`src/rtl/sm_acc_ctrl.sv`:
```
`default_nettype none
// +--------------------------------------------------------------------------+
// | sm_acc_ctrl: sign-magnitude accumulator controller around an rca8 adder.  |
// | Optional saturation via SM_ACC_SAT_EN.                      Revision: 1.0 |
// +--------------------------------------------------------------------------+
module sm_acc_ctrl #(
   parameter logic [7:0] ACC_INIT = 8'h00,
   parameter int         COUNT_W  = 8
) (
   input  logic               clk,
   input  logic               rst_n,
   input  logic               in_valid,
   output logic               in_ready,
   input  logic [7:0]         in_data,
   input  logic               in_op,
   input  logic               in_clr,
   output logic [7:0]         add_x,
   output logic [7:0]         add_y,
   output logic               add_cin,
   input  logic [7:0]         add_z,
   input  logic               add_cout,
   input  logic               add_ovr,
   output logic               out_valid,
   input  logic               out_ready,
   output logic [7:0]         out_acc,
   output logic               out_ovr,
   output logic               ovf_sticky,
   output logic [COUNT_W-1:0] op_cnt
);

   localparam logic [1:0] S_IDLE = 2'd0;
   localparam logic [1:0] S_EXEC = 2'd1;
   localparam logic [1:0] S_RESP = 2'd2;

   logic [1:0]         state;
   logic [1:0]         state_nxt;
   logic [7:0]         acc;
   logic [7:0]         base_r;
   logic [7:0]         opnd_r;
   logic               ovr_r;
   logic               sticky_r;
   logic [COUNT_W-1:0] cnt_r;
   logic               accept;
   logic [7:0]         opnd_inv;
   logic [7:0]         opnd_norm;
   logic [7:0]         z_norm;
   logic [7:0]         acc_nxt;
   logic               unused_cout;

   assign unused_cout = add_cout;

   always_ff @(posedge clk) begin
      if (!rst_n) state <= S_IDLE;
      else        state <= state_nxt;
   end

   always_comb begin
      state_nxt = state;
      case (state)
         S_IDLE:  if (in_valid)  state_nxt = S_EXEC;
         S_EXEC:                 state_nxt = S_RESP;
         S_RESP:  if (out_ready) state_nxt = S_IDLE;
         default:                state_nxt = S_IDLE;
      endcase
   end

   always_comb begin
      in_ready  = 1'b0;
      out_valid = 1'b0;
      case (state)
         S_IDLE:  in_ready  = 1'b1;
         S_RESP:  out_valid = 1'b1;
         default: ;
      endcase
   end

   assign accept    = in_valid && (state == S_IDLE);
   // Subtraction is addition of the sign-flipped operand; -0 must never reach the adder.
   assign opnd_inv  = {in_data[7] ^ in_op, in_data[6:0]};
   assign opnd_norm = (opnd_inv == 8'h80) ? 8'h00 : opnd_inv;
   assign z_norm    = (add_z == 8'h80) ? 8'h00 : add_z;

`ifdef SM_ACC_SAT_EN
   assign acc_nxt = add_ovr ? (base_r[7] ? 8'hFF : 8'h7F) : z_norm;
`else
   assign acc_nxt = z_norm;
`endif

   always_ff @(posedge clk) begin
      if (!rst_n) begin
         acc      <= ACC_INIT;
         base_r   <= ACC_INIT;
         opnd_r   <= 8'h00;
         ovr_r    <= 1'b0;
         sticky_r <= 1'b0;
         cnt_r    <= '0;
      end else if (accept) begin
         base_r <= in_clr ? ACC_INIT : acc;
         opnd_r <= opnd_norm;
         if (in_clr) begin
            sticky_r <= 1'b0;
            cnt_r    <= '0;
         end
      end else if (state == S_EXEC) begin
         acc      <= acc_nxt;
         ovr_r    <= add_ovr;
         sticky_r <= sticky_r | add_ovr;
         cnt_r    <= cnt_r + COUNT_W'(1);
      end
   end

   // Adder inputs come straight from registers so they cannot glitch.
   assign add_x      = base_r;
   assign add_y      = opnd_r;
   assign add_cin    = 1'b0;
   assign out_acc    = acc;
   assign out_ovr    = ovr_r;
   assign ovf_sticky = sticky_r;
   assign op_cnt     = cnt_r;

endmodule
`default_nettype wire
```
`config.mk`:
```
export PLATFORM = sky130hd
export DESIGN_NAME = sm_acc_ctrl
export DESIGN_NICKNAME = d
export VERILOG_FILES = /design/src/rtl/sm_acc_ctrl.sv
export SDC_FILE = /design/constraint.sdc
export NUM_CORES = 1
export LEC_CHECK = 0
export CORE_ASPECT_RATIO = 0.8
export CORE_MARGIN = 10
export CORE_UTILIZATION = 35
export CTS_CLUSTER_DIAMETER = 40
export DETAILED_ROUTE_END_ITERATION = 10
export PLACE_DENSITY = 0.67
export SYNTH_ARGS = -nofsm -noshare
export SYNTH_HDL_FRONTEND = slang
export SYNTH_SLANG_ARGS = --single-unit
```
`constraint.sdc`:
```
create_clock -name clk -period 1.74 [get_ports clk]
set_input_delay 0.174 -clock clk [delete_from_list [all_inputs] [get_ports clk]]
set_output_delay 0.174 -clock clk [all_outputs]
set_load 0.02 [all_outputs]
```
* Word-level counts from Yosys, hierarchy flattened
Index checks and enable logic that the tools add are counted.
** Word-level totals
- Input port bits :: 24
- Bits in registers :: 36
** Cells by class
- Bitwise gates (word level) :: 3
- Reductions and logical operators :: 6
- Mux-type cells :: 14
- Eq/ne operators :: 7
- Add/sub/neg operators :: 1
** Operators with widths (number)
- 8-bit two-way mux :: 6
- 8-bit equality test (second input constant) :: 2
- 8-bit by 1-bit adder with 8-bit output (second input constant) :: 1
- 2-bit inequality test (second input constant) :: 3
- 2-bit case mux with 3 select lines :: 1
- 2-bit AND reduction :: 3
- 1-bit two-way mux :: 5
- 2-bit two-way mux :: 2
- 2-bit by 1-bit equality test with 1-bit output (second input constant) :: 1
- 2-bit equality test (second input constant) :: 1
- 2-bit zero test :: 1
- 2-bit nonzero test :: 1
- 1-bit logical AND :: 1
- 1-bit inverter :: 1
- 1-bit bitwise OR :: 1
- 1-bit bitwise XOR :: 1

* Depth between registers and ports, before layout
Gate-level depths: netlist of the first run.
- Depth after elaboration :: 4
- Gate-level depth with buffers :: 5

* Worst setup path before layout of the first run
Ideal clock, no wire load.
- Path type :: register -> register
- From :: register cnt_r[0] (netlist: op_cnt[0])
- To :: register cnt_r[2] (netlist: op_cnt[2])
- Setup time :: 0.070 ns
- Required time :: 1.670 ns
- Clock period less this slack :: 1.398 ns
- Slack :: 0.342 ns
- Stages on the path, launching flop included :: 5
- Data arrival time :: 1.328 ns
- Path buffers :: 0
- Cells stage by stage :: dfxtp_1 > ha_1 > inv_1 > or4_1 > a21oi_1
** Between the ends
- Cells in the longest elaborated chain, start to end :: 3
** RTL lines
- start: declaration :: line 42 : logic [COUNT_W-1:0] cnt_r;
- start signal: assignment :: line 108 : cnt_r <= cnt_r + COUNT_W'(1);
- 8-bit by 1-bit adder with 8-bit output :: line 108
- 8-bit two-way mux :: line 104 : end else if (state == S_EXEC) begin
- 8-bit two-way mux :: line 97 : end else if (accept) begin
No other way between the ends. The select of a mux whose other input is x is not followed.
A chain may end at the register's enable or synchronous reset.

* Worst setup path in the final report of the first run
- From :: register cnt_r[3] (netlist: op_cnt[3])
- To :: output op_cnt[3]
** RTL lines
- end: declaration :: line 28 : output logic [COUNT_W-1:0] op_cnt
No word-level cell between the ends.

==> flow_summary.ini, run 1 <==
[run_status]
outcome = finished, final reports clean

[floorplanning]
fp.dieW_um = 92.7
num_rows = 21
die_h_um = 78.2
coreArea_um2 = 4130
start_util_pct = 35.9
dieArea_um2 = 7250
io_pins = 61

[worst_setup_path]
start_kind = flip-flop
cp.arrival_ps = 1360
critical_path_class = reg -> out
worst_setup_path_end_kind = output pin
cp_max_fo = 7
r2r-start = state[1]$_SDFFE_PN0P_
slowest_stage = clkdlybuf4s50_1
crit_chain = clkdlybuf4s50_1
r2r_slack_ps = 320
crit_buf_inv = 1
path_delay_family = buffers and inverters
cp_slowest_stage_delay_ps = 650
cp-startpoint = op_cnt[3]$_SDFFE_PN0P_
required_ps = 1570

[timing]
finalHoldViolations = 0
setup_slack_ps = 209
worst_hold_slack_ps = 451
final-setup-viol-count = 0
fmax_mhz = 653
tns_ps = 0
rsz0062_at_grt = no
clock-skew-final_ps = 5.23
period_needed_ps = 1530
maxSlewViolCount = 0
min_period_over_period_pct = 88.0

[synth]
synth_seq_cells = 36
synthesis.nets = 200
ys.flop_type = dfxtp_1
netlist_instances = 175
ys_seq_area_share_pct = 48.7
synth.distinct_cells = 33
syn_avg_cell_area_um2 = 8.46
yosys_warnings = 0
synth_area_um2 = 1480
synth-async-reset-ratio_pct = 0
synth_edf_count = 0

[global_route]
grt_antenna_before_repair = 0
grt_max_degree = 18
grt_pass1_wl_mm = 6.69
grt_pass1_vias = 1321
grt.total_usage_pct = 11.3
overflow = 0

[finish]
multiInputGateArea_um2 = 692
final_cell_mix = clkdlybuf4s50_1 (56), nand2_1 (43), dfxtp_1 (36), a21oi_1 (31), buf_4 (10)
fin_nets = 264
final_common_cell = clkdlybuf4s50_1
synthToLayoutAreaGrowth_pct = 50.1
regArea_um2 = 721
layout-drive-gt1-share_pct = 8.37
antenna_cells = 0
instances_no_fill = 296
n_fill_cell = 435
design_area_um2 = 2220
fin_util_pct = 53.9

[power_and_ir_drop]
leakagePower_nw = 0.763
power.share.sequential_pct = 51.2
switching_share_pct = 25.8
power_density_nw_per_um2 = 774
power_frac_comb_pct = 17.3
ir_drop_mv = 0.503
p_total_mw = 1.72
power.internal_mw = 1.28
p_clk_share_pct = 31.5
p_switching_mw = 0.443

[place]
placed_cell_area_um2 = 2150
placedCellCount = 289
port_buffers = 58
dp_slack_ps = 66.8
place_congestion = 0.734
hpwlAfterDp_mm = 3.14

[drt]
ant_nets = 0
routed_via_density = 4.84
vias = 1433
drc = 0
routed_wl_mm = 4.09
wl_per_cell_um = 13.8
drt_iter0_drc = 66
drtPass1Iterations = 4

[clock_tree]
cts_setup_buffers = 0
clock_latency_ps = 280
htreeDepth = 2
numCtsBuffers = 5
cts_num_sinks = 36
clkTransAtPathRegs_ps = 70
cts_tree = built
clock_path_buffers = 2
ctsRootBufferMaster = clkbuf_8
ctsResizeCount = 2
holdBufCountCts = 0

[worst_hold_path]
worstHoldPathType = reg -> reg
min-delay-start = add_x[2]$_SDFFE_PN0P_

[job]
max_cap_viol_count = 0
## layout make-up
| cell class | count | area share [%] |
|---|---|---|
| Sequential cell | 36 | 32.4 |
| Multi-Input combinational cell | 126 | 31.1 |
| Timing Repair Buffer | 68 | 29.4 |
| Clock buffer | 6 | 3.27 |
| Tap cell | 57 | 3.21 |
| Inverter | 2 | 0.338 |
| Clock inverter | 1 | 0.225 |
## worst min-delay path, stage by stage (launching register included)
cell	delay (ps)
dfxtp_1	310
nand2_1	50
a21oi_1	50
## final timing paths
path	endpoint	cells after the start
setup / recovery	op_cnt[3]	1
setup reg to reg	add_x[5]$_SDFFE_PN0P_	5
hold reg to reg	add_x[2]$_SDFFE_PN0P_	2
hold / removal	add_x[2]$_SDFFE_PN0P_	2
## power groups by stage
stage                     Clock [mW]  Sequential (mW)  Combinational (mW)
after floorplan                    0            0.929               0.113
after global placement             0            0.898               0.302
after detailed placement           0            0.899               0.304
after CTS                      0.563            0.880               0.302
after global routing           0.609            0.885               0.324
final                          0.541            0.880               0.298
## cells in the mapped netlist (2+ instances only)
master / instances / area [µm²]
or3_1: 2 / 12.5
nand3_1: 4 / 20.0
nand3b_1: 9 / 67.6
a21oi_1: 31 / 155
nor2_1: 4 / 15.0
inv_1: 2 / 7.51
nor2b_1: 2 / 12.5
dfxtp_1: 36 / 721
nand2b_1: 2 / 12.5
clkbuf_1: 3 / 11.3
nor4_1: 2 / 12.5
nand2_1: 43 / 161
buf_2: 6 / 30.0
o31ai_1: 3 / 22.5
o21ai_0: 3 / 15.0
or4_1: 6 / 45.0
## kinds of logic after synthesis
| family | share of synthesized area [%] |
|---|---|
| and+or+nand+nor | 28.0 |
| AOI/OAI and AO/OA | 16.4 |
| DFF | 48.7 |
| buffers and inverters | 4.57 |
| adders and majority gates | 0.845 |
| other | 0.253 |
| xor gates and xnor gates | 0.592 |
| muxes | 0.676 |
## per-layer routing
metal	up-vias	part of all wire (%)	global-route usage (%)
met3	8	7.5	4.56
li1	734	-	-
met2	44	42	16.0
met1	647	49	15.1
met4	0	1.2	3.69
met5	-	0	0
## sequential cells by signal, summed over array words and instances (netlist names)
name / count
out_ovr: 1
add_y: 8
op_cnt: 8
add_x: 8
ovf_sticky: 1
state: 2
out_acc: 8
(Power assumes the default switching activity.)
==> inputs of run 2 (changes only) <==
--- a/config.mk
+++ b/config.mk
@@ -8,9 +8,10 @@
 export CORE_ASPECT_RATIO = 0.8
 export CORE_MARGIN = 10
 export CORE_UTILIZATION = 35
+export CTS_BUF_LIST = sky130_fd_sc_hd__clkbuf_2
 export CTS_CLUSTER_DIAMETER = 40
 export DETAILED_ROUTE_END_ITERATION = 10
-export PLACE_DENSITY = 0.67
+export PLACE_DENSITY = 0.63
 export SYNTH_ARGS = -nofsm -noshare
 export SYNTH_HDL_FRONTEND = slang
 export SYNTH_SLANG_ARGS = --single-unit
==> run 2 against run 1 <==
  * Register-to-register slack about the same
  * Sequential share of layout area increased by 0.076 points
  * Critical path type unchanged
  * Flip-flop and latch count unchanged
  * Via count increased by 2.0%
  * Clock power decreased by 2%
  * Combinational power about the same
  * Wire length increased by 0.76%
  * Hold slack got worse by 120 ps
  * Largest power group unchanged
  * Sequential power about the same
  * Cell area increased by 0.11%
==> flow_summary.ini, run 2 (synthesized netlist as in run 1, its figures left out) <==
[place]
hpwlAfterDp_mm = 3.18
dp_slack_ps = 52.3
place_congestion = 0.722
placed_cell_area_um2 = 2160
placedCellCount = 289
port_buffers = 58

[floorplanning]
dieArea_um2 = 7250
coreArea_um2 = 4130
fp.dieW_um = 92.7
io_pins = 61
die_h_um = 78.2
num_rows = 21
start_util_pct = 35.9

[global_route]
grt_antenna_before_repair = 0
grt_pass1_wl_mm = 6.82
overflow = 0
grt.total_usage_pct = 11.5
grt_max_degree = 22
grt_pass1_vias = 1401

[finish]
final_cell_mix = clkdlybuf4s50_1 (56), nand2_1 (43), dfxtp_1 (34), a21oi_1 (31)
n_fill_cell = 438
fin_nets = 264
instances_no_fill = 297
final_common_cell = clkdlybuf4s50_1
synthToLayoutAreaGrowth_pct = 50.3
antenna_cells = 0
layout-drive-gt1-share_pct = 10.0
fin_util_pct = 53.9
design_area_um2 = 2220

[worst_setup_path]
path_delay_family = buffers and inverters
worst_setup_path_end_kind = output pin
required_ps = 1570
crit_buf_inv = 1
slowest_stage = clkdlybuf4s50_1
critical_path_class = reg -> out
start_kind = flip-flop
cp.arrival_ps = 1470
cp_slowest_stage_delay_ps = 640
cp_max_fo = 6
crit_chain = clkdlybuf4s50_1

[timing]
tns_ps = 0
final-setup-viol-count = 0
fmax_mhz = 609
clock-skew-final_ps = 9.43
finalHoldViolations = 0
rsz0062_at_grt = no
min_period_over_period_pct = 94.4
maxSlewViolCount = 0
worst_hold_slack_ps = 335
setup_slack_ps = 97.8
period_needed_ps = 1640

[clock_tree]
cts_setup_buffers = 0
htreeDepth = 2
clock_latency_ps = 380
clock_path_buffers = 2
cts_num_sinks = 36
cts_tree = built
clkTransAtPathRegs_ps = 190
ctsRootBufferMaster = clkbuf_2
numCtsBuffers = 5
holdBufCountCts = 0
ctsResizeCount = 3

[power_and_ir_drop]
power_frac_comb_pct = 17.5
switching_share_pct = 26.7
power.internal_mw = 1.26
p_total_mw = 1.71
ir_drop_mv = 0.402
p_clk_share_pct = 31.0
p_switching_mw = 0.457
leakagePower_nw = 0.770
power_density_nw_per_um2 = 770
power.share.sequential_pct = 51.5

[drt]
drtPass1Iterations = 6
routed_via_density = 4.92
drc = 0
ant_nets = 0
drt_iter0_drc = 73
wl_per_cell_um = 13.9
routed_wl_mm = 4.12
vias = 1462

[worst_hold_path]
worstHoldPathType = in -> reg

[run_status]
outcome = finished, final reports clean

[job]
max_cap_viol_count = 0
==> run 2: cell types whose count changed in the layout (fill, tap and decap cells not counted), moves of 2 or more <==
cell      delta
dfxtp_2      +2
clkbuf_8     -5
dfxtp_1      -2
clkbuf_2     +6
==> run 2: layout make-up <==
class | instances | area, µm² | area share [%]
flip-flops and latches | 36 | 723 | 32.5
clock buffers | 6 | 30.0 | 1.35
inverters | 2 | 7.51 | 0.337
multi-input cells | 126 | 692 | 31.1
repair buffers | 68 | 666 | 29.9
well taps | 57 | 71.3 | 3.21
clock inverters | 2 | 35.0 | 1.57
==> run 2: path summary, 6_finish.rpt <==
check / start / end / depth (start not counted) / slack (ps)
worst max-delay path: op_cnt[4]$_SDFFE_PN0P_ / op_cnt[4] / 1 / 100
worst min-delay path: add_z[6] / out_acc[6]$_SDFFE_PN0P_ / 3 / 330
worst max register to register: state[0]$_SDFFE_PN0P_ / out_acc[5]$_SDFFE_PN0P_ / 4 / 330
worst min register to register: add_y[0]$_SDFFE_PN0P_ / add_y[0]$_SDFFE_PN0P_ / 2 / 460
==> run 2: power groups by stage <==
stage          sequential (mW)  combinational, mW  clock, mW
6_report                 0.881              0.300      0.531
5_1_grt                  0.887              0.326      0.586
4_1_cts                  0.882              0.304      0.553
3_5_place_dp             0.898              0.305          0
3_3_place_gp             0.898              0.305          0
2_1_floorplan            0.929              0.113          0
==> run 2: metal layers <==
layer	global-route usage (%)	routed length [µm]	part of all wire, %	up-vias
met5	0	0	0	-
met4	5.54	70	1.7	0
met3	4.09	227	5.5	8
met2	17.2	1810	44	43
met1	14.5	2010	49	675
li1	-	-	-	736
==> inputs of run 3 (changes only) <==
--- a/config.mk
+++ b/config.mk
@@ -11,6 +11,7 @@
 export CTS_BUF_LIST = sky130_fd_sc_hd__clkbuf_2
 export CTS_CLUSTER_DIAMETER = 40
 export DETAILED_ROUTE_END_ITERATION = 10
+export HOLD_SLACK_MARGIN = 0.03
 export PLACE_DENSITY = 0.63
 export SYNTH_ARGS = -nofsm -noshare
 export SYNTH_HDL_FRONTEND = slang
==> results of run 3 <==
Same layout as run 2: the final DEF is identical, and so are final timing and power.
